**src/rtl/fpu_resp_monitor_if.sv**
```systemverilog
// Bundle of issue, completion and record signals between an FPU driver/checker (master)
// and the response monitor (slave).
interface fpu_resp_monitor_if;
  logic        issue_valid;
  logic [1:0]  issue_op;
  logic [1:0]  issue_rmode;
  logic [31:0] issue_opa;
  logic [31:0] issue_opb;
  logic        fpu_done;
  logic [31:0] fpu_result;
  logic [7:0]  fpu_flags;
  logic        rec_valid;
  logic        rec_ready;
  logic [1:0]  rec_op;
  logic [1:0]  rec_rmode;
  logic [31:0] rec_opa;
  logic [31:0] rec_opb;
  logic [31:0] rec_result;
  logic [7:0]  rec_flags;
  logic [15:0] rec_latency;
  logic        err_overflow;
  logic        err_orphan;
  logic        err_drop;
  logic        err_timeout;
  logic [4:0]  outstanding;

  modport master (
    output issue_valid, issue_op, issue_rmode, issue_opa, issue_opb,
    output fpu_done, fpu_result, fpu_flags, rec_ready,
    input  rec_valid, rec_op, rec_rmode, rec_opa, rec_opb, rec_result, rec_flags, rec_latency,
    input  err_overflow, err_orphan, err_drop, err_timeout, outstanding
  );

  modport slave (
    input  issue_valid, issue_op, issue_rmode, issue_opa, issue_opb,
    input  fpu_done, fpu_result, fpu_flags, rec_ready,
    output rec_valid, rec_op, rec_rmode, rec_opa, rec_opb, rec_result, rec_flags, rec_latency,
    output err_overflow, err_orphan, err_drop, err_timeout, outstanding
  );
endinterface

```
**src/rtl/fpu_resp_monitor.sv**
```systemverilog
// Pairs FPU issue strobes with done strobes in order and emits timed records to a checker.
// Optional head-entry timeout detection is enabled by defining FPU_MON_TIMEOUT_EN.
module fpu_resp_monitor #(
  parameter int DEPTH   = 4,
  parameter int TIMEOUT = 255
) (
  input  logic                clk,
  input  logic                rst,
  fpu_resp_monitor_if.slave   mon
);

  localparam int         AW        = (DEPTH > 1) ? $clog2(DEPTH) : 1;
  localparam logic [4:0] DEPTH_CNT = 5'(DEPTH);

  if (DEPTH < 2 || DEPTH > 16 || (DEPTH & (DEPTH - 1)) != 0 ||
      TIMEOUT < 1 || TIMEOUT > 65535) begin : g_bad_params
    $error("fpu_resp_monitor: DEPTH must be a power of 2 in 2..16 and TIMEOUT in 1..65535");
  end

  typedef enum logic [1:0] {IDLE, ACTIVE, ERROR} state_t;

  typedef struct packed {
    logic [1:0]  op;
    logic [1:0]  rmode;
    logic [31:0] opa;
    logic [31:0] opb;
    logic [15:0] stamp;
  } entry_t;

  entry_t        fifo_mem [DEPTH];
  entry_t        head;
  logic [AW-1:0] wr_ptr;
  logic [AW-1:0] rd_ptr;
  logic [4:0]    count;
  logic [4:0]    count_next;
  logic [15:0]   stamp;
  state_t        state;

  logic accept;
  logic iss;
  logic dn;
  logic empty;
  logic full;
  logic orphan;
  logic pop;
  logic overflow;
  logic push;
  logic drop;
  logic load;
  logic handshake;
  logic timeout_hit;
  logic any_err;

  assign head = fifo_mem[rd_ptr];

`ifdef FPU_MON_TIMEOUT_EN
  logic [15:0] head_age;

  always_comb begin
    head_age    = stamp - head.stamp;
    timeout_hit = !empty && (head_age > 16'(TIMEOUT));
  end
`else
  assign timeout_hit = 1'b0;
`endif

  // Once in ERROR the strobes are masked; only the record handshake keeps running.
  always_comb begin
    accept     = (state != ERROR);
    iss        = mon.issue_valid & accept;
    dn         = mon.fpu_done & accept;
    empty      = (count == 5'd0);
    full       = (count == DEPTH_CNT);
    orphan     = dn & empty;
    pop        = dn & !empty;
    overflow   = iss & full & !pop;
    push       = iss & !overflow;
    handshake  = mon.rec_valid & mon.rec_ready;
    drop       = pop & mon.rec_valid & !mon.rec_ready;
    load       = pop & !drop;
    any_err    = orphan | overflow | drop | timeout_hit;
    count_next = count + 5'(push) - 5'(pop);
  end

  always_ff @(posedge clk) begin
    if (push) begin
      fifo_mem[wr_ptr] <= '{op:    mon.issue_op,
                            rmode: mon.issue_rmode,
                            opa:   mon.issue_opa,
                            opb:   mon.issue_opb,
                            stamp: stamp};
    end
  end

  always_ff @(posedge clk) begin
    if (rst) begin
      state            <= IDLE;
      stamp            <= 16'd0;
      wr_ptr           <= '0;
      rd_ptr           <= '0;
      count            <= 5'd0;
      mon.outstanding  <= 5'd0;
      mon.rec_valid    <= 1'b0;
      mon.rec_op       <= 2'd0;
      mon.rec_rmode    <= 2'd0;
      mon.rec_opa      <= 32'd0;
      mon.rec_opb      <= 32'd0;
      mon.rec_result   <= 32'd0;
      mon.rec_flags    <= 8'd0;
      mon.rec_latency  <= 16'd0;
      mon.err_overflow <= 1'b0;
      mon.err_orphan   <= 1'b0;
      mon.err_drop     <= 1'b0;
      mon.err_timeout  <= 1'b0;
    end else begin
      stamp           <= stamp + 16'd1;
      count           <= count_next;
      mon.outstanding <= count_next;
      if (push) wr_ptr <= wr_ptr + AW'(1);
      if (pop)  rd_ptr <= rd_ptr + AW'(1);

      if (overflow)    mon.err_overflow <= 1'b1;
      if (orphan)      mon.err_orphan   <= 1'b1;
      if (drop)        mon.err_drop     <= 1'b1;
      if (timeout_hit) mon.err_timeout  <= 1'b1;

      // A load in the handshake cycle replaces the record without a gap in rec_valid.
      if (load) begin
        mon.rec_valid   <= 1'b1;
        mon.rec_op      <= head.op;
        mon.rec_rmode   <= head.rmode;
        mon.rec_opa     <= head.opa;
        mon.rec_opb     <= head.opb;
        mon.rec_result  <= mon.fpu_result;
        mon.rec_flags   <= mon.fpu_flags;
        mon.rec_latency <= stamp - head.stamp;
      end else if (handshake) begin
        mon.rec_valid   <= 1'b0;
      end

      unique case (state)
        ERROR:   state <= ERROR;
        default: begin
          if (any_err)                 state <= ERROR;
          else if (count_next == 5'd0) state <= IDLE;
          else                         state <= ACTIVE;
        end
      endcase
    end
  end

endmodule

```
**src/flat_wrapper.sv**
```systemverilog
// flat-port wrapper written by rule: the top's interface ports become plain ports
module fpu_resp_monitor_flat 
#(
  parameter int DEPTH   = 4,
  parameter int TIMEOUT = 255
)
  (clk, rst, mon_issue_valid, mon_issue_op, mon_issue_rmode, mon_issue_opa, mon_issue_opb, mon_fpu_done, mon_fpu_result, mon_fpu_flags, mon_rec_ready, mon_rec_valid, mon_rec_op, mon_rec_rmode, mon_rec_opa, mon_rec_opb, mon_rec_result, mon_rec_flags, mon_rec_latency, mon_err_overflow, mon_err_orphan, mon_err_drop, mon_err_timeout, mon_outstanding);
  fpu_resp_monitor_if mon_i ();
  input  logic clk;
  input  logic rst;
  input wire logic [$bits(mon_i.issue_valid)-1:0] mon_issue_valid;
  input wire logic [$bits(mon_i.issue_op)-1:0] mon_issue_op;
  input wire logic [$bits(mon_i.issue_rmode)-1:0] mon_issue_rmode;
  input wire logic [$bits(mon_i.issue_opa)-1:0] mon_issue_opa;
  input wire logic [$bits(mon_i.issue_opb)-1:0] mon_issue_opb;
  input wire logic [$bits(mon_i.fpu_done)-1:0] mon_fpu_done;
  input wire logic [$bits(mon_i.fpu_result)-1:0] mon_fpu_result;
  input wire logic [$bits(mon_i.fpu_flags)-1:0] mon_fpu_flags;
  input wire logic [$bits(mon_i.rec_ready)-1:0] mon_rec_ready;
  output wire logic [$bits(mon_i.rec_valid)-1:0] mon_rec_valid;
  output wire logic [$bits(mon_i.rec_op)-1:0] mon_rec_op;
  output wire logic [$bits(mon_i.rec_rmode)-1:0] mon_rec_rmode;
  output wire logic [$bits(mon_i.rec_opa)-1:0] mon_rec_opa;
  output wire logic [$bits(mon_i.rec_opb)-1:0] mon_rec_opb;
  output wire logic [$bits(mon_i.rec_result)-1:0] mon_rec_result;
  output wire logic [$bits(mon_i.rec_flags)-1:0] mon_rec_flags;
  output wire logic [$bits(mon_i.rec_latency)-1:0] mon_rec_latency;
  output wire logic [$bits(mon_i.err_overflow)-1:0] mon_err_overflow;
  output wire logic [$bits(mon_i.err_orphan)-1:0] mon_err_orphan;
  output wire logic [$bits(mon_i.err_drop)-1:0] mon_err_drop;
  output wire logic [$bits(mon_i.err_timeout)-1:0] mon_err_timeout;
  output wire logic [$bits(mon_i.outstanding)-1:0] mon_outstanding;
  assign mon_i.issue_valid = mon_issue_valid;
  assign mon_i.issue_op = mon_issue_op;
  assign mon_i.issue_rmode = mon_issue_rmode;
  assign mon_i.issue_opa = mon_issue_opa;
  assign mon_i.issue_opb = mon_issue_opb;
  assign mon_i.fpu_done = mon_fpu_done;
  assign mon_i.fpu_result = mon_fpu_result;
  assign mon_i.fpu_flags = mon_fpu_flags;
  assign mon_i.rec_ready = mon_rec_ready;
  assign mon_rec_valid = mon_i.rec_valid;
  assign mon_rec_op = mon_i.rec_op;
  assign mon_rec_rmode = mon_i.rec_rmode;
  assign mon_rec_opa = mon_i.rec_opa;
  assign mon_rec_opb = mon_i.rec_opb;
  assign mon_rec_result = mon_i.rec_result;
  assign mon_rec_flags = mon_i.rec_flags;
  assign mon_rec_latency = mon_i.rec_latency;
  assign mon_err_overflow = mon_i.err_overflow;
  assign mon_err_orphan = mon_i.err_orphan;
  assign mon_err_drop = mon_i.err_drop;
  assign mon_err_timeout = mon_i.err_timeout;
  assign mon_outstanding = mon_i.outstanding;
  fpu_resp_monitor #(.DEPTH(DEPTH), .TIMEOUT(TIMEOUT)) u_core (.clk(clk), .rst(rst), .mon(mon_i));
endmodule
```
**config.mk**
```make
export PLATFORM = sky130hd
export DESIGN_NAME = fpu_resp_monitor_flat
export DESIGN_NICKNAME = d
export VERILOG_FILES = /design/src/rtl/fpu_resp_monitor_if.sv /design/src/rtl/fpu_resp_monitor.sv /design/src/flat_wrapper.sv
export SDC_FILE = /design/constraint.sdc
export NUM_CORES = 1
export LEC_CHECK = 0
export ABC_AREA = 1
export BUFFER_PORTS_ARGS = -buffer_cell sky130_fd_sc_hd__buf_2
export CAP_MARGIN = 10
export CORE_ASPECT_RATIO = 0.9
export CORE_MARGIN = 5
export CORE_UTILIZATION = 62
export CTS_CLUSTER_DIAMETER = 30
export DETAILED_ROUTE_END_ITERATION = 8
export PLACE_DENSITY = 0.85
export REMOVE_ABC_BUFFERS = 1
export SLEW_MARGIN = 20
export SYNTH_ARGS = -nofsm -noshare
export SYNTH_HDL_FRONTEND = slang
export SYNTH_SLANG_ARGS = --single-unit
```
**constraint.sdc**
```tcl
create_clock -name clk -period 9.6 [get_ports clk]
set_input_delay 0.96 -clock clk [delete_from_list [all_inputs] [get_ports clk]]
set_output_delay 0.96 -clock clk [all_outputs]
set_load 0.01 [all_outputs]
```
=== Word-level counts from Yosys, hierarchy flattened ===
Memories as Yosys holds them, arrays and structs flattened. A register that Yosys moved wholly into a read port is not among the register bits.
Index checks and enable logic that the tools add are counted.

* Register bits after elaboration: 155
* Memories kept: 1
* Output and inout port bits: 134
* Input bits: 113
* Word-level logic and storage cells: 58
* Memory bits (writable): 336

{| class="wikitable"
|+ Memories
! memory !! depth !! width !! rd ports !! clocked after memory_dff !! wr ports !! RTL line !! source
|-
| u_core.fifo_mem || 4 || 84 || 1 || 1 || 1 || fpu_resp_monitor.sv:30 || <nowiki>entry_t fifo_mem [DEPTH];</nowiki>
|}

* Bitwise gates (word level): 13
* Multiplexer cells: 9
* Equality and inequality tests: 3
* $add $sub $neg: 6
* Reductions and logical operators: 9

{| class="wikitable"
|+ Operators by type and width
! kind !! number
|-
| 16-bit by 1-bit adder with 16-bit output (second input constant) || 1
|-
| 16-bit subtractor || 1
|-
| 1-bit bitwise AND || 11
|-
| 5-bit logical NOT || 2
|-
| 2-bit 2-to-1 mux || 4
|-
| 5-bit by 1-bit adder with 5-bit output || 1
|-
| 5-bit by 3-bit == test with 1-bit output (second input constant) || 1
|-
| 1-bit logical NOT || 5
|-
| 1-bit 2-to-1 mux || 5
|-
| 5-bit by 1-bit subtractor with 5-bit output || 1
|-
| 2-bit by 1-bit adder with 2-bit output (second input constant) || 2
|-
| 3-bit OR reduction || 1
|-
| 2-bit == test (second input constant) || 1
|-
| 2-bit != test (second input constant) || 1
|-
| 1-bit OR || 2
|-
| 2-bit nonzero test || 1
|}

=== Logic depth before layout (Yosys ltp) ===
Gate-level depths: netlist of the first run.

* Word-level depth: 13
* Gate-level depth with buffers: 20

=== Worst setup path after synthesis of the first run ===
No wires, ideal clock.

* Path type: input -> register
* Start point: input port mon_fpu_done
* End point: memory u_core.fifo_mem[0][0] (netlist name), enable pin
* Required time: 9073 ps
* Stages on the path: 6
* Path slack: 4109 ps
* Arrival time: 4963 ps
* Cells stage by stage: inv_1 -> nor2_2 -> nand2_2 -> nand2_1 -> nand2_1 -> nor2_1

* Longest elaborated chain between the ends: 8

{| class="wikitable"
|+ Ends and longest elaborated chain
! item !! RTL line !! source
|-
| from (decl) || flat_wrapper.sv:16 || <nowiki>input wire logic [$bits(mon_i.fpu_done)-1:0] mon_fpu_done;</nowiki>
|-
| 1-bit bitwise AND || fpu_resp_monitor.sv:71 || <nowiki>dn = mon.fpu_done & accept;</nowiki>
|-
| 1-bit bitwise AND || fpu_resp_monitor.sv:75 || <nowiki>pop = dn & !empty;</nowiki>
|-
| 1-bit logical NOT || fpu_resp_monitor.sv:76 || <nowiki>overflow = iss & full & !pop;</nowiki>
|-
| 1-bit bitwise AND || fpu_resp_monitor.sv:76 ||
|-
| 1-bit logical NOT || fpu_resp_monitor.sv:77 || <nowiki>push = iss & !overflow;</nowiki>
|-
| 1-bit bitwise AND || fpu_resp_monitor.sv:77 ||
|-
| 1-bit 2-to-1 mux || fpu_resp_monitor.sv:86 || <nowiki>if (push) begin</nowiki>
|-
| 1-bit 2-to-1 mux (not written as such) || fpu_resp_monitor.sv:87 || <nowiki>fifo_mem[wr_ptr] <= '{op: mon.issue_op,</nowiki>
|-
| to (decl) || fpu_resp_monitor.sv:30 ||
|}

No other way between the ends.

==> metrics.yaml, run 1 <==
worstSetupEndpointType: "flip-flop"
nets: 2138
drc: 0
yosys.area.top_type_share_pct: 52.3
hold_class: "flip-flop to flip-flop"
yosysSeqAreaShare_pct: 68.6
finalCritPeriodShare_pct: 40.8
core-area_um2: 30800
crit_path_end: "u_core.mon.rec_latency[11]"
min_period_ns: 3.92
synth_seq_cells: 493
numPortBuffers: 245
status: "finished clean"
critical_path_arrival_ns: 4.39
area_growth_pct: 21.5
clk_path_buf_depth: 3
clk_latency_ns: 0.59
hold_ws_ns: 0.460
reg2reg_to: "u_core.mon.rec_latency[11]"
r2r_slack_ns: 5.68
final_common_cell: "nor2_1"
peakVddDrop_mv: 0.213
path_clk_slew_ns: 0.05
yosys.area.top_type: "edfxtp_1"
leakage_uw: 0.00948
h-tree-depth: 3
die_h_um: 177
antenna_found_initial: 6
synth_warnings: 0
cts_resized: 0
cts_setup_buffers: 0
mostFrequentLayoutCells: "nor2_1, edfxtp_1, buf_2"
hold_buffers: 0
syn_avg_cell_area_um2: 11.0
cts_tree: "built"
ys_top_cells_by_area: "edfxtp_1, dfxtp_1, nor2_1"
start_kind: "flip-flop"
grt-ovfl-total: 0
path_class: "flip-flop to flip-flop"
postRouteAntennaNets: 0
initial_core_util_pct: 62.6
drive_above_1_share_pct: 20.0
clock_sinks: 493
rsz0062_at_grt: "no"
grt_util_all_layers_pct: 26.5
tns_ns: 0
power_density_nw_per_um2: 313
reg2regPathDepth: 16
synthDistinctLibCells: 35
vias: 14300
maxSlewHeadroom_pct: 25.7
drt_iter0_markers: 1316
max_freq_mhz: 255
grt_first_pass_wirelength_um: 73400
cts_root_buf: "clkbuf_16"
cp_max_fo: 73
via_per_inst: 5.79
drt_wl_total_um: 47200
drv_slew: 0
netlist_instances: 1752
place_congestion: 0.876
cts_made_buffers: 81
setup_viol: 0
grt_start_max_net_pins: 136
die_w_um: 196
avgRoutedWirePerCell_um: 19.1
tightest_slew_ns: 1.11
required_ns: 10.07
synth_area_um2: 19300
drv_cap: 0
finalHoldViolations: 0
hpwlAfterDp_um: 25700
dr.pass1.iters: 6
first_global_vias: 14400
rows: 61
ios: 247
fin_skew_ns: 0.0235
dieArea_um2: 34700
## worst max-delay path, stage by stage, from the launching register on
cell	delay, ns
dfxtp_2	0.32
buf_4	0.60
clkinv_2	0.55
buf_4	0.56
a32o_1	0.38
ha_1	0.42
nand2_1	0.09
nand2_1	0.09
inv_1	0.04
nand2_1	0.09
nand2_1	0.06
nand2_1	0.15
nand2_1	0.10
nand3_1	0.08
nand3_1	0.08
nand2_1	0.11
inv_1	0.04
## cell families after synthesis
group                    Yosys count  share of synthesized area (%)
buffers and inverters            197                           4.88
AND/OR/NAND/NOR                  615                           12.5
adder cells (fa/ha/maj)           28                           1.89
AO/OA/AOI/OAI                    408                           11.6
flip-flops                       493                           68.6
other                              1                         0.0194
XOR/XNOR                          10                          0.454
## cell type report
type,count,area (um2)
multi-input cells,1062,5140
well taps,409,512
diodes,1,2.50
flip-flops and latches,493,13200
clock inverters,55,628
clock buffers,96,2160
fillers,1836,7410
repair buffers,259,1360
inverters,100,383
## cells in the mapped netlist
| cell type | n |
|---|---|
| xnor2_1 | 5 |
| ha_1 | 26 |
| clkbuf_1 | 38 |
| a31oi_1 | 2 |
| inv_1 | 98 |
| nor3_2 | 2 |
| xor2_1 | 5 |
| dfxtp_1 | 157 |
| nand2_1 | 162 |
| inv_4 | 1 |
| buf_2 | 28 |
| o21bai_1 | 3 |
| nand2_2 | 1 |
| nand3_1 | 35 |
| nand4_1 | 8 |
| o21ai_0 | 220 |
| o21a_1 | 9 |
| nor2_4 | 1 |
| edfxtp_1 | 336 |
| nor3_1 | 7 |
| or2_2 | 2 |
| clkinv_1 | 1 |
| buf_6 | 13 |
| o22ai_1 | 69 |
| conb_1 | 1 |
| nor2_2 | 3 |
| nor2_1 | 393 |
| a21oi_1 | 48 |
| a32o_1 | 13 |
| buf_4 | 18 |
| o21ai_1 | 42 |
| fa_1 | 2 |
| o211ai_1 | 1 |
| a32oi_2 | 1 |
| nor4_1 | 1 |
## state kept, by name, summed over array words and instances (netlist names), 5 cells and up, named ones only
signal	flops
u_core.fifo_mem	336
u_core.mon.outstanding	5
u_core.mon.rec_flags	8
u_core.mon.rec_latency	16
u_core.mon.rec_opa	32
u_core.mon.rec_opb	32
u_core.mon.rec_result	32
u_core.stamp	16
## power breakdown
part | switching (uW) | leakage [uW] | internal [uW]
Sequential | 172 | 0.00443 | 2640
Clock | 1030 | 0.00134 | 1880
Combinational | 1100 | 0.00371 | 529
Total | 2300 | 0.00948 | 5040
## per-stage QoR
step	power (uW)	utilization (%)	std cells	setup slack, ns	area, um2
6_report	7340	76.0	2475	5.68	23400
5_1_grt	7700	76.0	2475	5.41	23400
4_1_cts	7350	75.8	2472	5.76	23400
3_5_place_dp	4410	66.8	2321	5.76	20600
3_3_place_gp	4360	66.8	2321	5.81	20600
2_1_floorplan	3840	-	1655	3.67	18700
## layer usage
metal  up-vias  wire, um  track usage [%]
li1       6594         -                -
met1      6775     18000             32.8
met2       784     23200             45.6
met3       157      4320             6.15
met4        10      1650             10.4
met5         -        69                0
## worst min-delay path by stage
stage                                  startpoint                       to  depth (start not counted)
final                       u_core.mon.err_orphan    u_core.mon.err_orphan                          2
after CTS                   u_core.mon.err_orphan    u_core.mon.err_orphan                          2
after global placement        u_core.mon.err_drop      u_core.mon.err_drop                          2
after global routing          u_core.mon.err_drop      u_core.mon.err_drop                          2
after detailed placement  u_core.mon.err_overflow  u_core.mon.err_overflow                          2
after floorplan                  u_core.rd_ptr[1]                flip-flop                          2
Power figures use the tool's default switching activity.
==> run 2, diff against run 1 <==
Settings changed: CORE_UTILIZATION 62 to 58, PLACE_DENSITY 0.85 to 0.8.
Clock period 9.6 ns to 3.91 ns, I/O delays scaled along.
==> run 2 against run 1 <==
  * Total power grew to 2.5 times the previous value
  * Maximum frequency is 36% higher
  * Critical path depth is 3 lower
  * First-iteration DRC count is 7.1% lower
  * Hold slack worse by 0.43 ns
  * Global-route usage is 2.1 points lower
  * Clock power grew to 2.6 times the previous value
  * Utilization is 3.8 points lower
  * Clock skew is 0.0071 ns lower
  * Setup slack worse by 4.7 ns
  * Routed wire length is 2.2% lower
  * Cell area is 1.3% higher
  * Critical endpoint is now u_core.mon.rec_latency[8]
==> metrics.yaml, run 2 (synthesis results as in run 1) <==
path_common_cell: "nand3_1"  # was nand2_1
cts_root_buf: "clkbuf_16"  # unchanged
hold_class: "input pin to flip-flop"  # was flip-flop to flip-flop
final_common_cell: "nor2_1"  # unchanged
hpwlAfterDp_um: 25700  # about the same
cts_made_buffers: 87  # was 81
setup_ws_ns: 1.02  # was 5.68 ns
setup_viol: 0  # unchanged
path_clk_slew_ns: 0.05  # about the same
internal-power_uw: 12900  # was 5040 uW
ios: 247  # unchanged
fillers: 2207  # was 1836
power_frac_comb_pct: 22.0  # was 22.1%
grt_util_all_layers_pct: 24.4  # was 26.5%
grt_start_max_net_pins: 139  # was 136
r2r_slack_ns: 1.02  # was 5.68 ns
die_h_um: 183  # was 177 um
start_kind: "flip-flop"  # unchanged
rsz0062_at_grt: "no"  # unchanged
p_sw_uw: 5620  # was 2300 uW
cp_max_fo: 55  # was 73
required_ns: 4.43  # was 10.07 ns
power_density_nw_per_um2: 779  # was 313 nW/um2
maxSlewHeadroom_pct: 27.6  # was 25.7%
hold_path_depth: 1  # was 2
place_congestion: 0.860  # was 0.876
seqPwrFrac_pct: 37.0  # was 38.3%
p_sw_share_pct: 30.4  # was 31.3%
path_class: "flip-flop to flip-flop"  # unchanged
core-area_um2: 32900  # was 30800 um2
drv_cap: 0  # unchanged
drt_wl_total_um: 46200  # was 47200 um
dieArea_um2: 37000  # was 34700 um2
reg2regPathDepth: 13  # was 16
die_w_um: 202  # was 196 um
via_per_inst: 5.62  # was 5.79
drc: 0  # unchanged
tightest_slew_ns: 1.09  # was 1.11 ns
max_freq_mhz: 346  # was 255 MHz
peakVddDrop_mv: 0.601  # was 0.213 mV
drt_iter0_markers: 1223  # was 1316
area_growth_pct: 23.0  # was 21.5%
clockPowerShare_pct: 41.0  # was 39.6%
status: "finished clean"  # unchanged
mostFrequentLayoutCells: "nor2_1, edfxtp_1, buf_2"  # unchanged
final_core_util_pct: 72.2  # was 76.0%
nets: 2147  # was 2138
regMostFlops: "u_core.fifo_mem"  # unchanged
first_global_vias: 14200  # was 14400
dr.pass1.iters: 7  # was 6
grt_first_pass_wirelength_um: 73000  # was 73400 um
critical_path_arrival_ns: 3.41  # was 4.39 ns
postRouteAntennaNets: 0  # unchanged
path_cells: "clkinv_2, o21ai_0, o22ai_1, ha_1, fa_1, inv_1, nand3_1, nand3_1, a21oi_1, or2_2, nand3_1, nand2_1, inv_1"  # was buf_4, clkinv_2, buf_4, a32o_1, ha_1, nand2_1, nand2_1, inv_1, nand2_1, nand2_1, nand2_1, nand2_1, nand3_1, nand3_1, nand2_1, inv_1
clk_path_buf_depth: 3  # unchanged
clock_sinks: 493  # unchanged
leakage_uw: 0.00964  # was 0.00948 uW
drive_above_1_share_pct: 20.7  # was 20.0%
rows: 63  # was 61
largest_reg_flops: 336  # unchanged
antenna_found_initial: 8  # was 6
cpPeakStageDelay_ns: 0.58  # was 0.60 ns
worstSetupEndpointType: "flip-flop"  # unchanged
grt-ovfl-total: 0  # unchanged
finalCritPeriodShare_pct: 74.0  # was 40.8%
finalHoldViolations: 0  # unchanged
vias: 14100  # was 14300
cp_slowest_cell: "clkinv_2"  # was buf_4
cts_tree: "built"  # unchanged
fin_skew_ns: 0.0164  # was 0.0235 ns
numPortBuffers: 245  # unchanged
drv_slew: 0  # unchanged
h-tree-depth: 3  # unchanged
clk_latency_ns: 0.58  # was 0.59 ns
min_period_ns: 2.89  # was 3.92 ns
initial_core_util_pct: 58.7  # was 62.6%
avgRoutedWirePerCell_um: 18.4  # was 19.1 um
pre_cts_slack_ns: 1.08  # was 5.76 ns
run 2: cell count changes in the layout (fill, tap and decap cells not counted), sizes merged:
cell / previous run / this run
dlygate4sd3: 0 / 1
bufinv: 9 / 10
clkinvlp: 9 / 8
buf: 259 / 261
clkbuf: 96 / 105
clkinv: 23 / 30
inv: 114 / 109
diode: 1 / 4
run 2: routing by layer:
layer,global-route usage [%],routed length [um],share of wire (%)
met5,0,61,0.13
met4,8.96,1130,2.5
met3,5.39,3370,7.3
met1,30.6,19000,41
met2,42.2,22700,49
run 2: worst max-delay path: cells and delay by family, from the launching register on:
kind	cells	cell delay, ns
buf+inv	3	0.72
fa+ha+maj	2	0.65
simple gates	5	0.62
compound gates	3	0.51
flops	1	0.33
run 2: per-stage QoR:
stage	setup TNS (ns)	power, uW	std cells	hold slack (ns)	area (um2)
2_1_floorplan	-492.66	9430	1655	0.440	18700
3_3_place_gp	0	10800	2338	0.439	20700
3_5_place_dp	0	10900	2338	0.441	20700
4_1_cts	0	18600	2501	0.00210	23700
5_1_grt	0	19400	2503	0.0114	23700
6_report	0	18500	2505	0.0298	23700
run 2: what timing repair did:
item	in CTS	in global routing
hold buffers	1	0
resized for setup	0	0
endpoints found under the hold margin	1	0
setup buffers	0	0
run 2: path summary, 6_finish.rpt:
kind | start | endpoint
worst max-delay path | flip-flop | u_core.mon.rec_latency[8]
worst min-delay path | mon_issue_opa[4] | u_core.fifo_mem[0][52]
worst max register to register | flip-flop | u_core.mon.rec_latency[8]
worst min register to register | u_core.mon.err_orphan | u_core.mon.err_orphan
run 2: final cells by class:
| type | instances | area [um2] | area share, % |
|---|---|---|---|
| Sequential cell | 493 | 13200 | 55.8 |
| Clock buffer | 105 | 2400 | 10.1 |
| Inverter | 100 | 383 | 1.61 |
| Antenna cell | 4 | 10.0 | 0.0422 |
| Tap cell | 422 | 528 | 2.22 |
| Multi-Input combinational cell | 1062 | 5140 | 21.7 |
| Clock inverter | 57 | 623 | 2.63 |
| Timing Repair Buffer | 262 | 1410 | 5.93 |
run 2: power groups by stage:
stage          sequential [uW]  clock [uW]  combinational [uW]
2_1_floorplan             7230           0                2200
3_3_place_gp              6880           0                3900
3_5_place_dp              6910           0                4010
4_1_cts                   6830        7680                4090
5_1_grt                   6910        7960                4520
6_report                  6840        7590                4080
